<file path="src/rtl/uart_pkg.sv">
// Shared definitions for the UART bridge: FSM state encoding, status bit positions, clog2 helper.
package uart_pkg;

  typedef enum logic [2:0] {
    S_IDLE   = 3'd0,
    S_START  = 3'd1,
    S_DATA   = 3'd2,
    S_PARITY = 3'd3,
    S_STOP   = 3'd4
  } uart_state_e;

  localparam int STAT_RX_AVAIL = 0;
  localparam int STAT_TX_FULL  = 1;
  localparam int STAT_TX_BUSY  = 2;
  localparam int STAT_OVERRUN  = 3;
  localparam int STAT_FRAMING  = 4;
  localparam int STAT_PARITY   = 5;
  localparam int STAT_TX_EMPTY = 6;

  // Idle block after reset: both FIFOs empty and TX FSM idle, so only tx_empty is set.
  localparam logic [7:0] STATUS_RESET = 8'h40;

  function automatic int clog2(input int value);
    int r;
    r = 0;
    while ((1 << r) < value) r++;
    return r;
  endfunction

endpackage

</file>
<file path="src/rtl/uart_sync_fifo.sv">
// Synchronous first-word-fall-through FIFO; DEPTH must be a power of two.
module uart_sync_fifo
  import uart_pkg::*;
#(
  parameter int DEPTH = 16,
  parameter int WIDTH = 8
) (
  input  logic             clk,
  input  logic             reset,
  input  logic             wr,
  input  logic [WIDTH-1:0] wr_data,
  input  logic             rd,
  output logic [WIDTH-1:0] rd_data,
  output logic             full,
  output logic             empty
);

  localparam int PTR_W = clog2(DEPTH);
  localparam int CNT_W = PTR_W + 1;

  logic [WIDTH-1:0] mem [DEPTH];
  logic [PTR_W-1:0] wr_ptr;
  logic [PTR_W-1:0] rd_ptr;
  logic [CNT_W-1:0] count;
  logic             do_rd;
  logic             do_wr;

  // A write into a full FIFO is accepted only when the same cycle frees a slot.
  assign do_rd = rd & ~empty;
  assign do_wr = wr & (~full | do_rd);

  always_ff @(posedge clk) begin
    if (reset) begin
      wr_ptr <= '0;
      rd_ptr <= '0;
      count  <= '0;
    end else begin
      if (do_wr) wr_ptr <= wr_ptr + PTR_W'(1);
      if (do_rd) rd_ptr <= rd_ptr + PTR_W'(1);
      count <= count + CNT_W'(do_wr) - CNT_W'(do_rd);
    end
  end

  always_ff @(posedge clk) begin
    if (do_wr) mem[wr_ptr] <= wr_data;
  end

  assign rd_data = mem[rd_ptr];
  assign full    = (count == CNT_W'(DEPTH));
  assign empty   = (count == '0);

endmodule

</file>
<file path="src/rtl/uart_fifo_controller.sv">
// UART bridge between the FT2232 link and the 6809 bus: 16x oversampled RX, TX/RX FIFOs, sticky errors, IRQ.
// Define UART_PARITY_EN to add a parity bit after the data bits in both directions.
//
// state    | meaning (shared by RX and TX FSMs)
// S_IDLE   | line idle; RX waits for a low line, TX waits for FIFO data
// S_START  | start bit; RX confirms it at mid-bit
// S_DATA   | DATA_BITS data bits, LSB first
// S_PARITY | parity bit (UART_PARITY_EN only)
// S_STOP   | stop bit
module uart_fifo_controller
  import uart_pkg::*;
#(
  parameter int CLK_HZ     = 44330000,
  parameter int BAUD       = 9600,
  parameter int OVERSAMPLE = 16,
  parameter int DATA_BITS  = 8,
  parameter int FIFO_DEPTH = 16,
  parameter int PARITY_ODD = 0
) (
  input  logic                 clk,
  input  logic                 reset,
  input  logic                 i_UART_TX,
  output logic                 o_UART_RX,
  input  logic [DATA_BITS-1:0] i_tx_data,
  input  logic                 i_tx_wr,
  input  logic                 i_rx_rd,
  output logic [DATA_BITS-1:0] o_rx_data,
  input  logic [2:0]           i_irq_en,
  input  logic                 i_status_clr,
  output logic [7:0]           o_uart_status,
  output logic                 o_IRQ
);

  localparam int DIV   = (CLK_HZ + (BAUD * OVERSAMPLE) / 2) / (BAUD * OVERSAMPLE);
  localparam int DIV_W = clog2(DIV);
  localparam int OS_W  = clog2(OVERSAMPLE);
  localparam logic [OS_W-1:0] OS_LAST = OS_W'(OVERSAMPLE - 1);
  localparam logic [OS_W-1:0] OS_HALF = OS_W'(OVERSAMPLE / 2 - 1);
  localparam logic [2:0]      BIT_LAST = 3'(DATA_BITS - 1);

  if (DIV < 2 || OVERSAMPLE < 8 || (OVERSAMPLE % 2) != 0 || DATA_BITS < 5 || DATA_BITS > 8 ||
      FIFO_DEPTH < 2 || (FIFO_DEPTH & (FIFO_DEPTH - 1)) != 0 || PARITY_ODD < 0 || PARITY_ODD > 1)
  begin : g_bad_params
    $error("uart_fifo_controller: unsupported parameter set");
  end

  logic [DIV_W-1:0]     tick_cnt;
  logic                 tick;
  logic                 sync_1;
  logic                 rx_line;

  uart_state_e          rx_state, rx_state_n;
  logic [OS_W-1:0]      rx_os, rx_os_n;
  logic [2:0]           rx_bit, rx_bit_n;
  logic [DATA_BITS-1:0] rx_shift, rx_shift_n;
  logic                 rx_push;
  logic                 set_frame;
  logic                 set_ovr;

  uart_state_e          tx_state, tx_state_n;
  logic [OS_W-1:0]      tx_os, tx_os_n;
  logic [2:0]           tx_bit, tx_bit_n;
  logic [DATA_BITS-1:0] tx_shift, tx_shift_n;
  logic                 tx_line, tx_line_n;
  logic                 tx_os_end;
  logic                 tx_load;
  logic                 tx_pop;

`ifdef UART_PARITY_EN
  logic                 rx_par_bad, rx_par_bad_n;
  logic                 set_par;
  logic                 tx_par, tx_par_n;
`endif

  logic [DATA_BITS-1:0] tx_head;
  logic [DATA_BITS-1:0] rx_head;
  logic                 tx_full, tx_empty_f;
  logic                 rx_full, rx_empty;
  logic [7:0]           status_q, status_n;
  logic                 irq_q;

  assign tick = (tick_cnt == DIV_W'(DIV - 1));

  always_ff @(posedge clk) begin
    if (reset) begin
      tick_cnt <= '0;
      sync_1   <= 1'b1;
      rx_line  <= 1'b1;
    end else begin
      tick_cnt <= tick ? '0 : tick_cnt + DIV_W'(1);
      sync_1   <= i_UART_TX;
      rx_line  <= sync_1;
    end
  end

  uart_sync_fifo #(.DEPTH(FIFO_DEPTH), .WIDTH(DATA_BITS)) u_tx_fifo (
    .clk     (clk),
    .reset   (reset),
    .wr      (i_tx_wr),
    .wr_data (i_tx_data),
    .rd      (tx_pop),
    .rd_data (tx_head),
    .full    (tx_full),
    .empty   (tx_empty_f)
  );

  uart_sync_fifo #(.DEPTH(FIFO_DEPTH), .WIDTH(DATA_BITS)) u_rx_fifo (
    .clk     (clk),
    .reset   (reset),
    .wr      (rx_push),
    .wr_data (rx_shift),
    .rd      (i_rx_rd),
    .rd_data (rx_head),
    .full    (rx_full),
    .empty   (rx_empty)
  );

  always_comb begin
    rx_state_n = rx_state;
    rx_os_n    = rx_os;
    rx_bit_n   = rx_bit;
    rx_shift_n = rx_shift;
    rx_push    = 1'b0;
    set_frame  = 1'b0;
`ifdef UART_PARITY_EN
    rx_par_bad_n = rx_par_bad;
    set_par      = 1'b0;
`endif
    case (rx_state)
      S_IDLE: begin
        if (tick && !rx_line) begin
          rx_state_n = S_START;
          rx_os_n    = '0;
        end
      end
      S_START: begin
        if (tick) begin
          if (rx_os == OS_HALF) begin
            rx_os_n    = '0;
            rx_bit_n   = '0;
            rx_state_n = rx_line ? S_IDLE : S_DATA;
`ifdef UART_PARITY_EN
            rx_par_bad_n = 1'b0;
`endif
          end else begin
            rx_os_n = rx_os + OS_W'(1);
          end
        end
      end
      S_DATA: begin
        if (tick) begin
          if (rx_os == OS_LAST) begin
            rx_os_n    = '0;
            rx_shift_n = {rx_line, rx_shift[DATA_BITS-1:1]};
            rx_bit_n   = rx_bit + 3'd1;
            if (rx_bit == BIT_LAST) begin
`ifdef UART_PARITY_EN
              rx_state_n = S_PARITY;
`else
              rx_state_n = S_STOP;
`endif
            end
          end else begin
            rx_os_n = rx_os + OS_W'(1);
          end
        end
      end
`ifdef UART_PARITY_EN
      S_PARITY: begin
        if (tick) begin
          if (rx_os == OS_LAST) begin
            rx_os_n    = '0;
            rx_state_n = S_STOP;
            if (rx_line != (^rx_shift ^ (PARITY_ODD != 0))) begin
              rx_par_bad_n = 1'b1;
              set_par      = 1'b1;
            end
          end else begin
            rx_os_n = rx_os + OS_W'(1);
          end
        end
      end
`endif
      S_STOP: begin
        // Decide at mid stop bit and rearm at once, so the next start edge is never missed.
        if (tick) begin
          if (rx_os == OS_LAST) begin
            rx_os_n    = '0;
            rx_state_n = S_IDLE;
            if (!rx_line) begin
              set_frame = 1'b1;
            end else begin
`ifdef UART_PARITY_EN
              rx_push = !rx_par_bad;
`else
              rx_push = 1'b1;
`endif
            end
          end else begin
            rx_os_n = rx_os + OS_W'(1);
          end
        end
      end
      default: rx_state_n = S_IDLE;
    endcase
  end

  always_comb begin
    tx_state_n = tx_state;
    tx_os_n    = tx_os;
    tx_bit_n   = tx_bit;
    tx_shift_n = tx_shift;
    tx_line_n  = tx_line;
    tx_pop     = 1'b0;
    tx_load    = 1'b0;
    tx_os_end  = tick && (tx_os == OS_LAST);
`ifdef UART_PARITY_EN
    tx_par_n   = tx_par;
`endif
    if (tick && tx_state != S_IDLE) tx_os_n = tx_os_end ? '0 : tx_os + OS_W'(1);
    case (tx_state)
      S_IDLE: tx_load = tick && !tx_empty_f;
      S_START: begin
        if (tx_os_end) begin
          tx_state_n = S_DATA;
          tx_bit_n   = '0;
          tx_line_n  = tx_shift[0];
        end
      end
      S_DATA: begin
        if (tx_os_end) begin
          if (tx_bit == BIT_LAST) begin
`ifdef UART_PARITY_EN
            tx_state_n = S_PARITY;
            tx_line_n  = tx_par;
`else
            tx_state_n = S_STOP;
            tx_line_n  = 1'b1;
`endif
          end else begin
            tx_bit_n   = tx_bit + 3'd1;
            tx_shift_n = tx_shift >> 1;
            tx_line_n  = tx_shift[1];
          end
        end
      end
      S_PARITY: begin
        if (tx_os_end) begin
          tx_state_n = S_STOP;
          tx_line_n  = 1'b1;
        end
      end
      S_STOP: begin
        if (tx_os_end) begin
          if (!tx_empty_f) tx_load = 1'b1;
          else tx_state_n = S_IDLE;
        end
      end
      default: begin
        tx_state_n = S_IDLE;
        tx_line_n  = 1'b1;
      end
    endcase
    // Loading from STOP chains frames with no idle gap.
    if (tx_load) begin
      tx_pop     = 1'b1;
      tx_shift_n = tx_head;
      tx_state_n = S_START;
      tx_line_n  = 1'b0;
      tx_os_n    = '0;
`ifdef UART_PARITY_EN
      tx_par_n   = ^tx_head ^ (PARITY_ODD != 0);
`endif
    end
  end

  always_ff @(posedge clk) begin
    if (reset) begin
      rx_state <= S_IDLE;
      rx_os    <= '0;
      rx_bit   <= '0;
      rx_shift <= '0;
      tx_state <= S_IDLE;
      tx_os    <= '0;
      tx_bit   <= '0;
      tx_shift <= '0;
      tx_line  <= 1'b1;
`ifdef UART_PARITY_EN
      rx_par_bad <= 1'b0;
      tx_par     <= 1'b0;
`endif
    end else begin
      rx_state <= rx_state_n;
      rx_os    <= rx_os_n;
      rx_bit   <= rx_bit_n;
      rx_shift <= rx_shift_n;
      tx_state <= tx_state_n;
      tx_os    <= tx_os_n;
      tx_bit   <= tx_bit_n;
      tx_shift <= tx_shift_n;
      tx_line  <= tx_line_n;
`ifdef UART_PARITY_EN
      rx_par_bad <= rx_par_bad_n;
      tx_par     <= tx_par_n;
`endif
    end
  end

  assign set_ovr = rx_push & rx_full & ~i_rx_rd;

  // Sticky bits: a set in the same cycle as a clear wins.
  always_comb begin
    status_n                = '0;
    status_n[STAT_RX_AVAIL] = ~rx_empty;
    status_n[STAT_TX_FULL]  = tx_full;
    status_n[STAT_TX_BUSY]  = (tx_state != S_IDLE);
    status_n[STAT_OVERRUN]  = set_ovr | (status_q[STAT_OVERRUN] & ~i_status_clr);
    status_n[STAT_FRAMING]  = set_frame | (status_q[STAT_FRAMING] & ~i_status_clr);
`ifdef UART_PARITY_EN
    status_n[STAT_PARITY]   = set_par | (status_q[STAT_PARITY] & ~i_status_clr);
`else
    status_n[STAT_PARITY]   = 1'b0;
`endif
    status_n[STAT_TX_EMPTY] = tx_empty_f & (tx_state == S_IDLE);
  end

  always_ff @(posedge clk) begin
    if (reset) begin
      status_q <= STATUS_RESET;
      irq_q    <= 1'b1;
    end else begin
      status_q <= status_n;
      irq_q    <= ~((i_irq_en[0] & status_q[STAT_RX_AVAIL]) |
                    (i_irq_en[1] & status_q[STAT_TX_EMPTY]) |
                    (i_irq_en[2] & (status_q[STAT_OVERRUN] | status_q[STAT_FRAMING] |
                                    status_q[STAT_PARITY])));
    end
  end

  assign o_UART_RX     = tx_line;
  assign o_rx_data     = rx_empty ? '0 : rx_head;
  assign o_uart_status = status_q;
  assign o_IRQ         = irq_q;

endmodule

</file>
<file path="config.mk">
export PLATFORM = sky130hd
export DESIGN_NAME = uart_fifo_controller
export DESIGN_NICKNAME = d
export VERILOG_FILES = /design/src/rtl/uart_pkg.sv /design/src/rtl/uart_sync_fifo.sv /design/src/rtl/uart_fifo_controller.sv
export SDC_FILE = /design/constraint.sdc
export NUM_CORES = 1
export LEC_CHECK = 0
export ABC_AREA = 1
export BUFFER_PORTS_ARGS = -buffer_cell sky130_fd_sc_hd__buf_2
export CAP_MARGIN = 0
export CELL_PAD_IN_SITES_DETAIL_PLACEMENT = 0
export CELL_PAD_IN_SITES_GLOBAL_PLACEMENT = 2
export CORE_MARGIN = 4
export CORE_UTILIZATION = 35
export CTS_BUF_LIST = sky130_fd_sc_hd__clkbuf_4
export CTS_CLUSTER_DIAMETER = 120
export DETAILED_ROUTE_END_ITERATION = 10
export GPL_TIMING_DRIVEN = 0
export PLACE_DENSITY = 0.81
export RECOVER_POWER = 25
export SLEW_MARGIN = 20
export SYNTH_ARGS = -nofsm -noshare
export SYNTH_HDL_FRONTEND = slang
export SYNTH_HIERARCHICAL = 1
export SYNTH_SLANG_ARGS = --single-unit
export TNS_END_PERCENT = 50
</file>
<file path="constraint.sdc">
create_clock -name clk -period 3.15 [get_ports clk]
set_clock_uncertainty 0.1 [all_clocks]
set_input_delay 0.63 -clock clk [delete_from_list [all_inputs] [get_ports clk]]
set_output_delay 0.63 -clock clk [all_outputs]
set_load 0.02 [all_outputs]
</file>
==> summary.md <==
| Metric | Value |
|---|---|
| Largest net degree at the start of global routing | `19` |
| Commonest non-fill, non-tap cells in the layout | `467 x nand2_1, 283 x inv_1, 256 x edfxtp_1` |
| Pre-CTS worst setup slack | `-212 ps` |
| Remaining Overflow, GRT | `0` |
| WP buf/inv | `3` |
| Post-synth top area cell | `edfxtp_1` |
| Synth warnings | `6` |
| Die Y | `approximately 220 µm` |
| 1st-iter DRT viols | `around 790` |
| CTS Buffer Depth | `3` |
| Max-slew violations | `0` |
| Hold path endpoint | `o_IRQ` |
| TritonCTS Buffers | `approximately 100` |
| Synth Instances | `about 1700` |
| Tcrit/Tclk final | `94.0%` |
| Post-Syn Area | `15800 µm²` |
| Layout Cells excl Fill | `about 2500` |
| Fraction of layout cells with a size suffix above 1 | `17.2%` |
| Number of global-route vias before repair | `between 10000 and 15000` |
| Hold path depth | `4` |
| Setup WS post-layout | `between 150 and 200 ps` |
| Share of the synthesized area in the top cell type | `48.6%` |
| Die Width | `between 200 and 250 µm` |
| Vias | `~11000` |
| Slowest cell on crit path | `nor2_1` |
| # nets final | `about 1900` |
| Top cells by area in the synthesized netlist | `edfxtp_1 49%, dfxtp_1 11%, nand2_1 11%` |
| Footprint of the multi-input gates | `approximately 4900 µm²` |
| CP Max Fanout | `8` |
| Worst path most repeated cell | `nand2_2` |
| F_max | `338 MHz` |
| Mean post-synth cell area | `about 9.2 µm²` |
| Leak Pwr | `slightly above 8 nW` |
| TritonCTS clock tree | `yes` |
| Final Critical Period | `2960 ps` |
| Reg2Reg Depth | `11` |
| Die area | `48600 µm²` |
| Leading cell type in the layout, fill and taps excluded | `nand2_1` |
| Final setup viols | `0` |
| Pwr dens | `approximately 650 nW/µm²` |
| Final Wtd Congestion | `roughly 0.83` |
| Area delta synth->final | `16.2%` |
| WP data required | `about 3400 ps` |
| Setup crit end kind | `flip-flop` |
| Fillers | `approximately 4400` |
| Inst Count DP | `between 2000 and 2500` |
| H-tree lvl count | `3` |
| Remaining antenna violation count | `0` |
| Worst rel slew slack | `25.9%` |
| Register Area | `between 9000 and 10000 µm²` |
| Worst path cell trace | `inv_1 -> ha_1 -> nand2_2 -> nor2_4 -> nand2_4 -> nor4_4 -> nand2_2 -> buf_4 -> inv_2 -> nand2_2 -> nor2_1` |
| Fin. Hold Viols | `0` |
| Hold_sp | `i_irq_en[1]` |
| Core ar. | `44400 µm²` |
| Worst skew pair latency | `between 700 and 800 ps` |
| # DRC | `0` |
| DR pass1 iterations | `5` |
| Ports | `35` |
| Mean number of vias per cell | `4.52` |
| Critical path startpoint category | `flip-flop` |
| Worst min path class | `input port to flip-flop` |
| Placed wire-length estimate | `26000 µm` |
| Setup TNS | `0 ps` |
| Clk root buf | `clkbuf_4` |
| Crit path kind | `flip-flop to flip-flop` |
| Max-capacitance violation count | `0` |
| CP top delay family | `simple AND/OR/NAND/NOR gates` |
| Fin area | `around 18000 µm²` |
| Starting Density | `35.6%` |
| Critical Path AT | `between 3000 and 4000 ps` |
| IO Port Bufs | `32` |
| Outcome | `complete, no violations` |
| Slowest stage delay, CP | `around 730 ps` |
| Reg2Reg Setup Slack | `roughly 190 ps` |
| DP Area | `about 17000 µm²` |
| Sink Count | `roughly 350` |
| Std cell rows | `77` |
| WL/cell | `around 16 µm` |
| Worst slew pin tran | `~1100 ps` |
| Final WL | `about 40000 µm` |
| Worst vdd ir | `0.366 mV` |
| Initial antenna violation count | `1` |
| RSZ-0062 raised after global routing | `yes` |
| GRT Total Usage | `around 17%` |
| Yosys reg bits | `around 350` |
| First-pass GRT wire length | `61800 µm` |
| Clock transition at the registers of the reported paths | `about 60 ps` |
| Seq/Total Area, Yosys | `between 50% and 60%` |
| R2r startpoint | `tick_cnt[0]` |
| R2r endpoint | `u_rx_fifo/mem[4][6]` |
| Cell variety after synth | `between 40 and 50` |
metrics by stage:
stage / utilization (%) / power [mW] / hold slack (ps)
4_1_cts: 40.9 / 12.0 / 47.1
3_3_place_gp: 37.6 / 7.42 / 307
3_5_place_dp: 37.6 / 7.44 / 306
5_1_grt: 41.4 / 12.7 / 95.7
6_report: 41.4 / 11.9 / 165
2_1_floorplan: - / 6.80 / 289
repair_timing:
item                                   in CTS  in global routing
buffers inserted                            0                 10
pin swaps                                   0                  3
setup endpoints to repair                 164                134
gates resized for setup                    20                 46
endpoints found under the hold margin       7                  0
hold buffers                                4                  0
per-layer routing:
metal	global-route usage, %	vias up	part of all wire, %
met1	22.3	5298	46
met5	0	-	0
met3	3.82	75	5.0
met2	26.8	267	47
li1	-	5859	-
met4	5.64	0	2.3
worst max-delay path by stage:
stage	start	end	slack, ps	depth (start not counted)
6_report	tick_cnt[0]	u_rx_fifo/mem[4][6]	190	11
2_1_floorplan	rx_os[0]	u_rx_fifo/count[4]	240	16
4_1_cts	tick_cnt[0]	u_rx_fifo/count[4]	-40	17
3_3_place_gp	rx_os[0]	u_rx_fifo/count[4]	-190	16
5_1_grt	tick_cnt[0]	u_tx_fifo/count[4]	-20	22
3_5_place_dp	rx_os[0]	u_rx_fifo/count[4]	-210	16
tightest hold or removal path: stages:
cell and delay, ps:
buf_2 70, nand2_1 40, nand3_1 120, nand2_1 110
report_power, final:
part / switching (mW) / total, mW / internal [mW]
logic: 1.54 / 2.34 / 0.806
clock network: 1.90 / 4.39 / 2.49
registers: 0.123 / 5.15 / 5.03
total: 3.55 / 11.9 / 8.33
synthesized netlist by cell type (all sizes together):
cell / n
a21oi: 36
nand4: 10
or2: 4
nand3b: 4
xnor2: 2
ha: 29
conb: 1
nand3: 232
nor2: 160
clkbuf: 6
nor3: 5
inv: 301
buf: 52
nor4: 2
o211a: 1
clkinv: 1
o21ai: 29
a31oi: 2
nand2: 491
edfxtp: 256
dfxtp: 89
nor3b: 1
fa: 2
xor2: 8
layout make-up:
cell class,instances,share of cell area [%]
Sequential cell,345,51.5
Multi-Input combinational cell,1020,26.8
Inverter,302,6.21
Clock buffer,150,6.13
Tap cell,592,4.03
Buffer,57,2.49
Timing Repair Buffer,46,1.52
Clock inverter,30,1.26
Antenna cell,2,0.0272
logic make-up (layout without fill, tap and decap cells):
group	Yosys count	after routing	synth area share [%]
buffers and inverters	360	585	9.71
xor gates and xnor gates	10	10	0.554
other	1	4	0.0237
DFF	345	345	59.9
adders and majority gates	31	31	2.55
and+or+nand+nor	909	909	25.1
AOI/OAI and AO/OA	68	68	2.20
registers in the layout (all words and copies together) (netlist names), 4 cells and up, named ones only:
signal	cells
u_rx_fifo/mem	128
tx_shift	8
u_tx_fifo/wr_ptr	4
tick_cnt	9
u_rx_fifo/count	5
tx_os	4
u_rx_fifo/rd_ptr	4
u_tx_fifo/mem	128
u_rx_fifo/wr_ptr	4
u_tx_fifo/rd_ptr	4
o_uart_status	6
u_tx_fifo/count	5
rx_os	4
rx_shift	8
No activity file was read; power rests on OpenSTA's default activity.
